### src/rtl/mm_result_writeback_pkg.sv
// Shared definitions for the matrix-multiplication result write-back stage.
// Holds the default result element width, default result matrix shape and
// the write-back FSM state encoding.
package mm_result_writeback_pkg;

  localparam int RESULT_DWIDTH = 16;
  localparam int DEFAULT_ROWS  = 4;
  localparam int DEFAULT_COLS  = 4;

  typedef enum logic [1:0] {
    ST_IDLE = 2'd0,
    ST_RUN  = 2'd1,
    ST_DONE = 2'd2
  } wb_state_e;

endpackage

### src/rtl/mm_result_writeback_if.sv
// Result-memory write port (valid/ready).
//   mem_req   : write request, driven by the master
//   mem_addr  : write word address, driven by the master
//   mem_wdata : write data, driven by the master
//   mem_ready : memory accepts, driven by the slave
// A transfer happens on a clock edge where mem_req && mem_ready.
interface mm_result_writeback_if
  import mm_result_writeback_pkg::*;
#(
  parameter int AWIDTH = 10,
  parameter int DWIDTH = RESULT_DWIDTH
);

  logic              mem_req;
  logic [AWIDTH-1:0] mem_addr;
  logic [DWIDTH-1:0] mem_wdata;
  logic              mem_ready;

  modport master (
    output mem_req,
    output mem_addr,
    output mem_wdata,
    input  mem_ready
  );

  modport slave (
    input  mem_req,
    input  mem_addr,
    input  mem_wdata,
    output mem_ready
  );

endinterface

### src/rtl/mm_result_writeback_fifo.sv
// mm_result_fifo: parameterised synchronous first-word-fall-through FIFO.
//   clk, rst_n : clock, asynchronous active-low reset
//   clear      : synchronous flush (pointers back to empty)
//   push, din  : write din at the tail; caller must not push when full
//                unless popping in the same cycle
//   pop        : drop the head; caller must not pop when empty
//   dout       : current head entry
//   full/empty : occupancy flags
// DEPTH must be a power of two >= 2.
module mm_result_fifo #(
  parameter int DEPTH  = 4,
  parameter int DWIDTH = 16
) (
  input  logic              clk,
  input  logic              rst_n,
  input  logic              clear,
  input  logic              push,
  input  logic              pop,
  input  logic [DWIDTH-1:0] din,
  output logic [DWIDTH-1:0] dout,
  output logic              full,
  output logic              empty
);

  localparam int PW = $clog2(DEPTH);

  logic [DWIDTH-1:0] mem_q [DEPTH];
  logic [PW:0]       wr_ptr_q, wr_ptr_d;
  logic [PW:0]       rd_ptr_q, rd_ptr_d;

  always_comb begin
    wr_ptr_d = wr_ptr_q;
    rd_ptr_d = rd_ptr_q;
    if (clear) begin
      wr_ptr_d = '0;
      rd_ptr_d = '0;
    end else begin
      if (push) wr_ptr_d = wr_ptr_q + 1'b1;
      if (pop)  rd_ptr_d = rd_ptr_q + 1'b1;
    end
  end

  always_ff @(posedge clk or negedge rst_n) begin
    if (!rst_n) begin
      wr_ptr_q <= '0;
      rd_ptr_q <= '0;
    end else begin
      wr_ptr_q <= wr_ptr_d;
      rd_ptr_q <= rd_ptr_d;
    end
  end

  // Storage is not reset; consumers only look at dout while non-empty.
  always_ff @(posedge clk) begin
    if (push && !clear) mem_q[wr_ptr_q[PW-1:0]] <= din;
  end

  assign dout  = mem_q[rd_ptr_q[PW-1:0]];
  assign empty = (wr_ptr_q == rd_ptr_q);
  // Same slot but different wrap bit means the writer is a full lap ahead.
  assign full  = (wr_ptr_q[PW] != rd_ptr_q[PW]) &&
                 (wr_ptr_q[PW-1:0] == rd_ptr_q[PW-1:0]);

endmodule

### src/rtl/mm_result_writeback.sv
// mm_result_writeback: buffers finished result elements from the end adder
// and writes them row-major into result memory, one job of ROWS*COLS
// elements at a time.
//   clk, rst_n : clock, asynchronous active-low reset
//   start      : job start pulse, honoured only when idle
//   base_addr  : result base word address, latched on start
//   sum_in     : result element, qualified by valid_in (no backpressure)
//   wr         : result-memory write port (master side)
//   busy       : job in progress
//   done       : one-cycle pulse at job end
//   err        : sticky overflow / stray-input flag, cleared on start
module mm_result_writeback
  import mm_result_writeback_pkg::*;
#(
  parameter int DWIDTH     = RESULT_DWIDTH,
  parameter int ROWS       = DEFAULT_ROWS,
  parameter int COLS       = DEFAULT_COLS,
  parameter int AWIDTH     = 10,
  parameter int FIFO_DEPTH = 4
) (
  input  logic                  clk,
  input  logic                  rst_n,
  input  logic                  start,
  input  logic [AWIDTH-1:0]     base_addr,
  input  logic [DWIDTH-1:0]     sum_in,
  input  logic                  valid_in,
  mm_result_writeback_if.master wr,
  output logic                  busy,
  output logic                  done,
  output logic                  err
);

  localparam int            NUM_ELEMS = ROWS * COLS;
  localparam int            CW        = $clog2(NUM_ELEMS + 1);
  localparam logic [CW-1:0] JOB_CNT   = CW'(NUM_ELEMS);
  localparam logic [CW:0]   JOB_TOTAL = (CW+1)'(NUM_ELEMS);

  wb_state_e         state_q, state_d;
  logic [AWIDTH-1:0] base_q, base_d;
  logic [CW-1:0]     in_cnt_q, in_cnt_d;
  logic [CW-1:0]     out_cnt_q, out_cnt_d;
  logic [CW-1:0]     drop_cnt_q, drop_cnt_d;
  logic              err_q, err_d;

  logic              fifo_push, fifo_pop, fifo_clear;
  logic              fifo_full, fifo_empty;
  logic [DWIDTH-1:0] fifo_dout;
  logic              mem_req;

  mm_result_fifo #(
    .DEPTH  (FIFO_DEPTH),
    .DWIDTH (DWIDTH)
  ) u_fifo (
    .clk   (clk),
    .rst_n (rst_n),
    .clear (fifo_clear),
    .push  (fifo_push),
    .pop   (fifo_pop),
    .din   (sum_in),
    .dout  (fifo_dout),
    .full  (fifo_full),
    .empty (fifo_empty)
  );

  assign mem_req  = (state_q == ST_RUN) && !fifo_empty;
  assign fifo_pop = mem_req && wr.mem_ready;

  always_comb begin
    state_d    = state_q;
    base_d     = base_q;
    in_cnt_d   = in_cnt_q;
    out_cnt_d  = out_cnt_q;
    drop_cnt_d = drop_cnt_q;
    err_d      = err_q;
    fifo_push  = 1'b0;
    fifo_clear = 1'b0;

    case (state_q)
      ST_IDLE: begin
        if (start) begin
          base_d     = base_addr;
          in_cnt_d   = '0;
          out_cnt_d  = '0;
          drop_cnt_d = '0;
          err_d      = 1'b0;
          fifo_clear = 1'b1;
          state_d    = ST_RUN;
        end else if (valid_in) begin
          err_d = 1'b1;
        end
      end

      ST_RUN: begin
        if (valid_in) begin
          if (in_cnt_q < JOB_CNT) begin
            in_cnt_d = in_cnt_q + CW'(1);
            // A full FIFO still takes the element if the head leaves this cycle.
            if (!fifo_full || fifo_pop) begin
              fifo_push = 1'b1;
            end else begin
              drop_cnt_d = drop_cnt_q + CW'(1);
              err_d      = 1'b1;
            end
          end else begin
            err_d = 1'b1;
          end
        end
        if (fifo_pop) out_cnt_d = out_cnt_q + CW'(1);
        // Dropped elements count toward completion so a lossy job still ends.
        if (({1'b0, out_cnt_d} + {1'b0, drop_cnt_d}) == JOB_TOTAL) begin
          state_d = ST_DONE;
        end
      end

      ST_DONE: begin
        if (valid_in) err_d = 1'b1;
        state_d = ST_IDLE;
      end

      default: state_d = ST_IDLE;
    endcase
  end

  always_ff @(posedge clk or negedge rst_n) begin
    if (!rst_n) begin
      state_q    <= ST_IDLE;
      base_q     <= '0;
      in_cnt_q   <= '0;
      out_cnt_q  <= '0;
      drop_cnt_q <= '0;
      err_q      <= 1'b0;
    end else begin
      state_q    <= state_d;
      base_q     <= base_d;
      in_cnt_q   <= in_cnt_d;
      out_cnt_q  <= out_cnt_d;
      drop_cnt_q <= drop_cnt_d;
      err_q      <= err_d;
    end
  end

  // Address and data are forced to zero whenever no write is pending.
  assign wr.mem_req   = mem_req;
  assign wr.mem_addr  = mem_req ? (base_q + AWIDTH'(out_cnt_q)) : '0;
  assign wr.mem_wdata = mem_req ? fifo_dout : '0;

  assign busy = (state_q == ST_RUN);
  assign done = (state_q == ST_DONE);
  assign err  = err_q;

endmodule
### src/flat_wrapper.sv
// flat-port wrapper written by rule: the top's interface ports become plain ports
module mm_result_writeback_flat import mm_result_writeback_pkg::*;
#(
  parameter int DWIDTH     = RESULT_DWIDTH,
  parameter int ROWS       = DEFAULT_ROWS,
  parameter int COLS       = DEFAULT_COLS,
  parameter int AWIDTH     = 10,
  parameter int FIFO_DEPTH = 4
)
  (clk, rst_n, start, base_addr, sum_in, valid_in, busy, done, err, wr_mem_req, wr_mem_addr, wr_mem_wdata, wr_mem_ready);
  mm_result_writeback_if #(.AWIDTH(AWIDTH), .DWIDTH(DWIDTH)) wr_i ();
  input  logic clk;
  input  logic rst_n;
  input  logic start;
  input  logic [AWIDTH-1:0] base_addr;
  input  logic [DWIDTH-1:0] sum_in;
  input  logic valid_in;
  output logic busy;
  output logic done;
  output logic err;
  output wire logic [$bits(wr_i.mem_req)-1:0] wr_mem_req;
  output wire logic [$bits(wr_i.mem_addr)-1:0] wr_mem_addr;
  output wire logic [$bits(wr_i.mem_wdata)-1:0] wr_mem_wdata;
  input wire logic [$bits(wr_i.mem_ready)-1:0] wr_mem_ready;
  assign wr_mem_req = wr_i.mem_req;
  assign wr_mem_addr = wr_i.mem_addr;
  assign wr_mem_wdata = wr_i.mem_wdata;
  assign wr_i.mem_ready = wr_mem_ready;
  mm_result_writeback #(.DWIDTH(DWIDTH), .ROWS(ROWS), .COLS(COLS), .AWIDTH(AWIDTH), .FIFO_DEPTH(FIFO_DEPTH)) u_core (.clk(clk), .rst_n(rst_n), .start(start), .base_addr(base_addr), .sum_in(sum_in), .valid_in(valid_in), .wr(wr_i), .busy(busy), .done(done), .err(err));
endmodule
### config.mk
export PLATFORM = sky130hd
export DESIGN_NAME = mm_result_writeback_flat
export DESIGN_NICKNAME = d
export VERILOG_FILES = /design/src/rtl/mm_result_writeback_pkg.sv /design/src/rtl/mm_result_writeback_if.sv /design/src/rtl/mm_result_writeback_fifo.sv /design/src/rtl/mm_result_writeback.sv /design/src/flat_wrapper.sv
export SDC_FILE = /design/constraint.sdc
export NUM_CORES = 1
export LEC_CHECK = 0
export ABC_AREA = 1
export BUFFER_PORTS_ARGS = -buffer_cell sky130_fd_sc_hd__clkbuf_2
export CORE_MARGIN = 2
export CORE_UTILIZATION = 59
export CTS_BUF_LIST = sky130_fd_sc_hd__clkbuf_16
export DETAILED_ROUTE_END_ITERATION = 10
export GPL_TIMING_DRIVEN = 1
export PLACE_DENSITY = 0.8
export SETUP_SLACK_MARGIN = 0.3
export SYNTH_ARGS = -nofsm -noshare
export SYNTH_HDL_FRONTEND = slang
export SYNTH_HIERARCHICAL = 1
export SYNTH_SLANG_ARGS = --single-unit
### constraint.sdc
create_clock -name clk -period 3.9 [get_ports clk]
set_input_delay 0.78 -clock clk [delete_from_list [all_inputs] [get_ports clk]]
set_output_delay 0.78 -clock clk [all_outputs]
set_load 0.01 [all_outputs]
==> reports/qor_table.md <==
| Result | Reported | Unit |
|---|---|---|
| Pleak | 2.871 | nW |
| Maximum achievable frequency | 305.8 | MHz |
| Total Negative Setup Slacks | 0 | ps |
| Remaining antenna violation count after routing | 0 | - |
| Number of filler instances in the final layout | 649 | - |
| Critical path's top delay family | simple AND/OR/NAND/NOR gates | - |
| Setup skew after layout | 7.488 | ps |
| Critical path required time | 4130 | ps |
| Hold Path Stages | 2 | - |
| Number of clock buffers inserted by TritonCTS | 9 | - |
| Clock root buffer | clkbuf_16 | - |
| Remaining routing DRC violations | 0 | - |
| Initial core utilization | 60.83 | % |
| Worst R2R Start | u_core/state_q[1] | - |
| Number of I/O port buffers | 60 | - |
| Cells after Synth | 565 | - |
| Average instance area after synthesis | 9.343 | µm² |
| Post-CTS Hold Fix Bufs | 0 | - |
| Total core area | 8678 | µm² |
| Sort of element at the start of the critical path | register | - |
| Highest fanout seen on the critical path | 10 | - |
| Final cycle utilization of the critical path | 83.85 | % |
| Share of final-layout standard cells stronger than drive strength 1 | 18.68 | % |
| Die height | 98.59 | µm |
| Number of H-tree levels | 3 | - |
| RSZ-0062 raised after global routing | no | - |
| Netlist area before placement | 5279 | µm² |
| Hold Slack | 491.6 | ps |
| Bufs on Longest Clock Path | 2 | - |
| Critical Setup Path Class | register to register | - |
| Capturing point of the worst reg2reg path | u_core/state_q[0] | - |
| Clock latency on the worst-skew pair | 340 | ps |
| Leftover overflow at the end of global routing | 0 | - |
| DR iter-0 viols | 217 | - |
| CP most frequent cell | nand2_1 | - |
| Total wirelength of the detailed-routed design | 10.47 | mm |
| Number of buffers inserted by post-CTS setup repair | 0 | - |
| Syn nets | 621 | - |
| Pin count of the biggest net entering global routing | 35 | - |
| Least-Margin Pin Slew | 849.4 | ps |
| Crit-path slowest cell | fa_1 | - |
| Final setup viols | 0 | - |
| Standard-cell row count | 34 | - |
| Number of antenna violations at the first check in global routing | 0 | - |
| Ordered cell list for the critical path | inv_1 > ha_1 > inv_6 > nor2_8 > nand2_8 > inv_1 > nand2_1 > nand2_1 > inv_1 > ha_1 > fa_1 > inv_1 > nand2_1 > nor2_1 > nand2_1 > nor2_1 > nand2_1 > nand2_1 > nand2_1 > nand2_1 > nand2_1 | - |
| Maximum resistive drop on vdd | 388.4 | µV |
| CTS Sinks | 98 | - |
| Depth of the critical timing path with buffers and inverters included | 21 | - |
| Number of detailed-route iterations in the first pass | 5 | - |
| Arrival time worst endpoint | 3500 | ps |
| Worst Hold Class | register to register | - |
| Via count of the routed design | 3914 | - |
| Number of cell instances on the worst register-to-register path | 21 | - |
| Number of nets at the end of the flow | 688 | - |
| Io pins | 61 | - |
| Tmin final | 3270 | ps |
| Number of global-route vias before repair | 3868 | - |
| Crit path buffers/inverters | 5 | - |
| Setup slack of the worst register-to-register path | 630 | ps |
| TritonCTS clock tree | yes | - |
| Unique masters post-synth | 42 | - |
| Synth Warn # | 6 | - |
| Via-per-instance ratio | 5.254 | - |
| FF+latch count, synth | 98 | - |
| Wire length of the first global-routing pass | 17.64 | mm |
| Launch point of the worst path | u_core/state_q[1] | - |
| Share of the yosys chip area belonging to registers | 52.52 | % |
| Routability-driven placement congestion ratio | 0.9456 | - |
| Final routed wire length divided by cell count | 14.06 | µm |
| Layout-stage area growth over the synthesis result | 12.28 | % |
| Max-cap viol count | 0 | - |
| Rel. slew slack | 43.37 | % |
| DPL Wire Length | 7.115 | mm |
| Die area | 9720 | µm² |
| Horizontal die dimension | 98.59 | µm |
| Outcome | finished clean | - |
| Capture point of the worst path | u_core/state_q[0] | - |
| Hold Violations, Final | 0 | - |
| Cell Pwr Density | 557.0 | nW/µm² |
| Post-CTS sizing | 0 | - |
| Endpoint type of the worst setup path | register | - |
| Combined global-route utilization of all metal layers | 22.79 | % |
| Antenna Cells | 0 | - |
| Pins over their slew limit | 0 | - |
| Clock slew seen by the registers of the worst setup and hold paths | 70 | ps |
| Largest incremental delay on the critical path | 430 | ps |
[synthesized netlist by cell type]
master,number,share of area [%]
edfxtp_1,64,36
nor2_8,1,0.38
o31ai_1,1,0.14
o21ai_0,22,2.1
or2_2,1,0.12
nor2_2,1,0.12
nor3b_1,2,0.28
o211ai_2,16,3.8
o21ai_2,2,0.33
xnor2_1,5,0.83
and2_1,2,0.24
nor3_1,2,0.19
a31oi_1,1,0.12
nand4_1,2,0.24
nand2_1,153,11
mux2i_1,2,0.38
a21oi_1,17,1.6
o21bai_1,1,0.14
nand2_2,4,0.47
nor3_2,1,0.19
inv_1,96,6.8
inv_2,1,0.071
xor2_1,3,0.50
nand2_8,1,0.38
buf_1,1,0.071
inv_6,1,0.17
o22ai_1,2,0.24
buf_6,10,2.1
clkinv_4,1,0.17
nand2_4,1,0.21
fa_1,2,0.76
nand3_1,14,1.3
o21ai_4,1,0.31
or2_1,1,0.12
nor2_1,48,3.4
buf_2,2,0.19
nand3_2,2,0.38
dfrtp_1,34,16
ha_1,23,5.5
xor2_2,1,0.31
inv_4,1,0.12
o21ai_1,19,1.8
[placed cells by master (no fill, tap or decap), types with 2 or more instances in the layout]
master / n
dfrtp_1: 34
xnor2_1: 5
clkinv_4: 3
clkinv_2: 2
nor3b_1: 2
o21ai_1: 19
nand3_2: 2
o22ai_1: 2
inv_1: 97
o21ai_0: 22
a21oi_1: 17
ha_1: 23
xor2_1: 3
o21ai_2: 2
nand2_2: 4
buf_4: 9
mux2i_1: 2
o211ai_2: 16
and2_1: 2
nor2_1: 48
nor3_1: 2
fa_1: 2
edfxtp_1: 64
nand4_1: 2
nand3_1: 14
clkbuf_16: 9
nand2_1: 153
clkbuf_2: 60
[where the power goes]
group          switching, mW  internal, mW
logic                  0.757         0.384
clock network          0.378         0.432
registers              0.103          1.25
total                   1.24          2.06
[per-layer routing]
metal | vias up | GRT usage (%) | part of all wire [%]
li1 | 1948 | - | -
met1 | 1839 | 29.33 | 44
met2 | 112 | 38.78 | 50
met3 | 15 | 3.404 | 4.7
met4 | 0 | 9.694 | 1.4
met5 | - | 0 | 0
[sequential cells by signal, indices dropped and copies added (netlist names)]
name / flops
u_core/base_q: 10
u_core/drop_cnt_q: 5
u_core/err: 1
u_core/in_cnt_q: 5
u_core/out_cnt_q: 5
u_core/state_q: 2
u_core/u_fifo/mem_q: 64
u_core/u_fifo/rd_ptr_q: 3
u_core/u_fifo/wr_ptr_q: 3
[kinds of logic after synthesis]
kind of cell             count (synthesis)  share of synthesized area (%)
multiplexers                             2                         0.3793
XOR/XNOR                                 9                          1.636
buffers and inverters                  113                          9.742
adder cells (fa/ha/maj)                 25                          6.210
AND/OR/NAND/NOR                        236                          18.94
AO/OA/AOI/OAI                           82                          10.57
flip-flops                              98                          52.52
[final cells by class]
class	instances	area [µm²]	area share [%]
clock buffers	9	225.2	3.800
clock inverters	7	46.29	0.7811
inverters	100	387.9	6.544
multi-input cells	354	1992	33.61
flip-flops and latches	98	2773	46.78
well taps	108	135.1	2.280
repair buffers	69	367.9	6.206
[worst min-delay path: stages (launching register included)]
cell     delay (ps)
dfrtp_1         350
nand2_1          50
nand2_1          60
[through the flow]
stage / instances / util (%) / power [mW] / area (µm²) / setup WS [ps]
floorplan: 565 / - / 2.227 / 5279 / 1046
global placement: 729 / 65.17 / 2.446 / 5655 / 817.9
detailed placement: 729 / 65.17 / 2.495 / 5655 / 669.9
CTS: 745 / 68.30 / 3.311 / 5927 / 642.0
global route: 745 / 68.30 / 3.516 / 5927 / 344.7
finish: 745 / 68.30 / 3.301 / 5927 / 629.8
[worst min-delay path by stage]
stage,slack [ps],endpoint,start
6_report,490,u_core/base_q[0],u_core/base_q[0]
5_1_grt,520,u_core/base_q[0],u_core/base_q[0]
4_1_cts,500,u_core/base_q[0],u_core/base_q[0]
3_5_place_dp,480,u_core/base_q[3],u_core/base_q[3]
3_3_place_gp,480,u_core/base_q[0],u_core/base_q[0]
2_1_floorplan,460,u_core/base_q[0],u_core/base_q[0]
No activity file was read; power rests on OpenSTA's default activity.
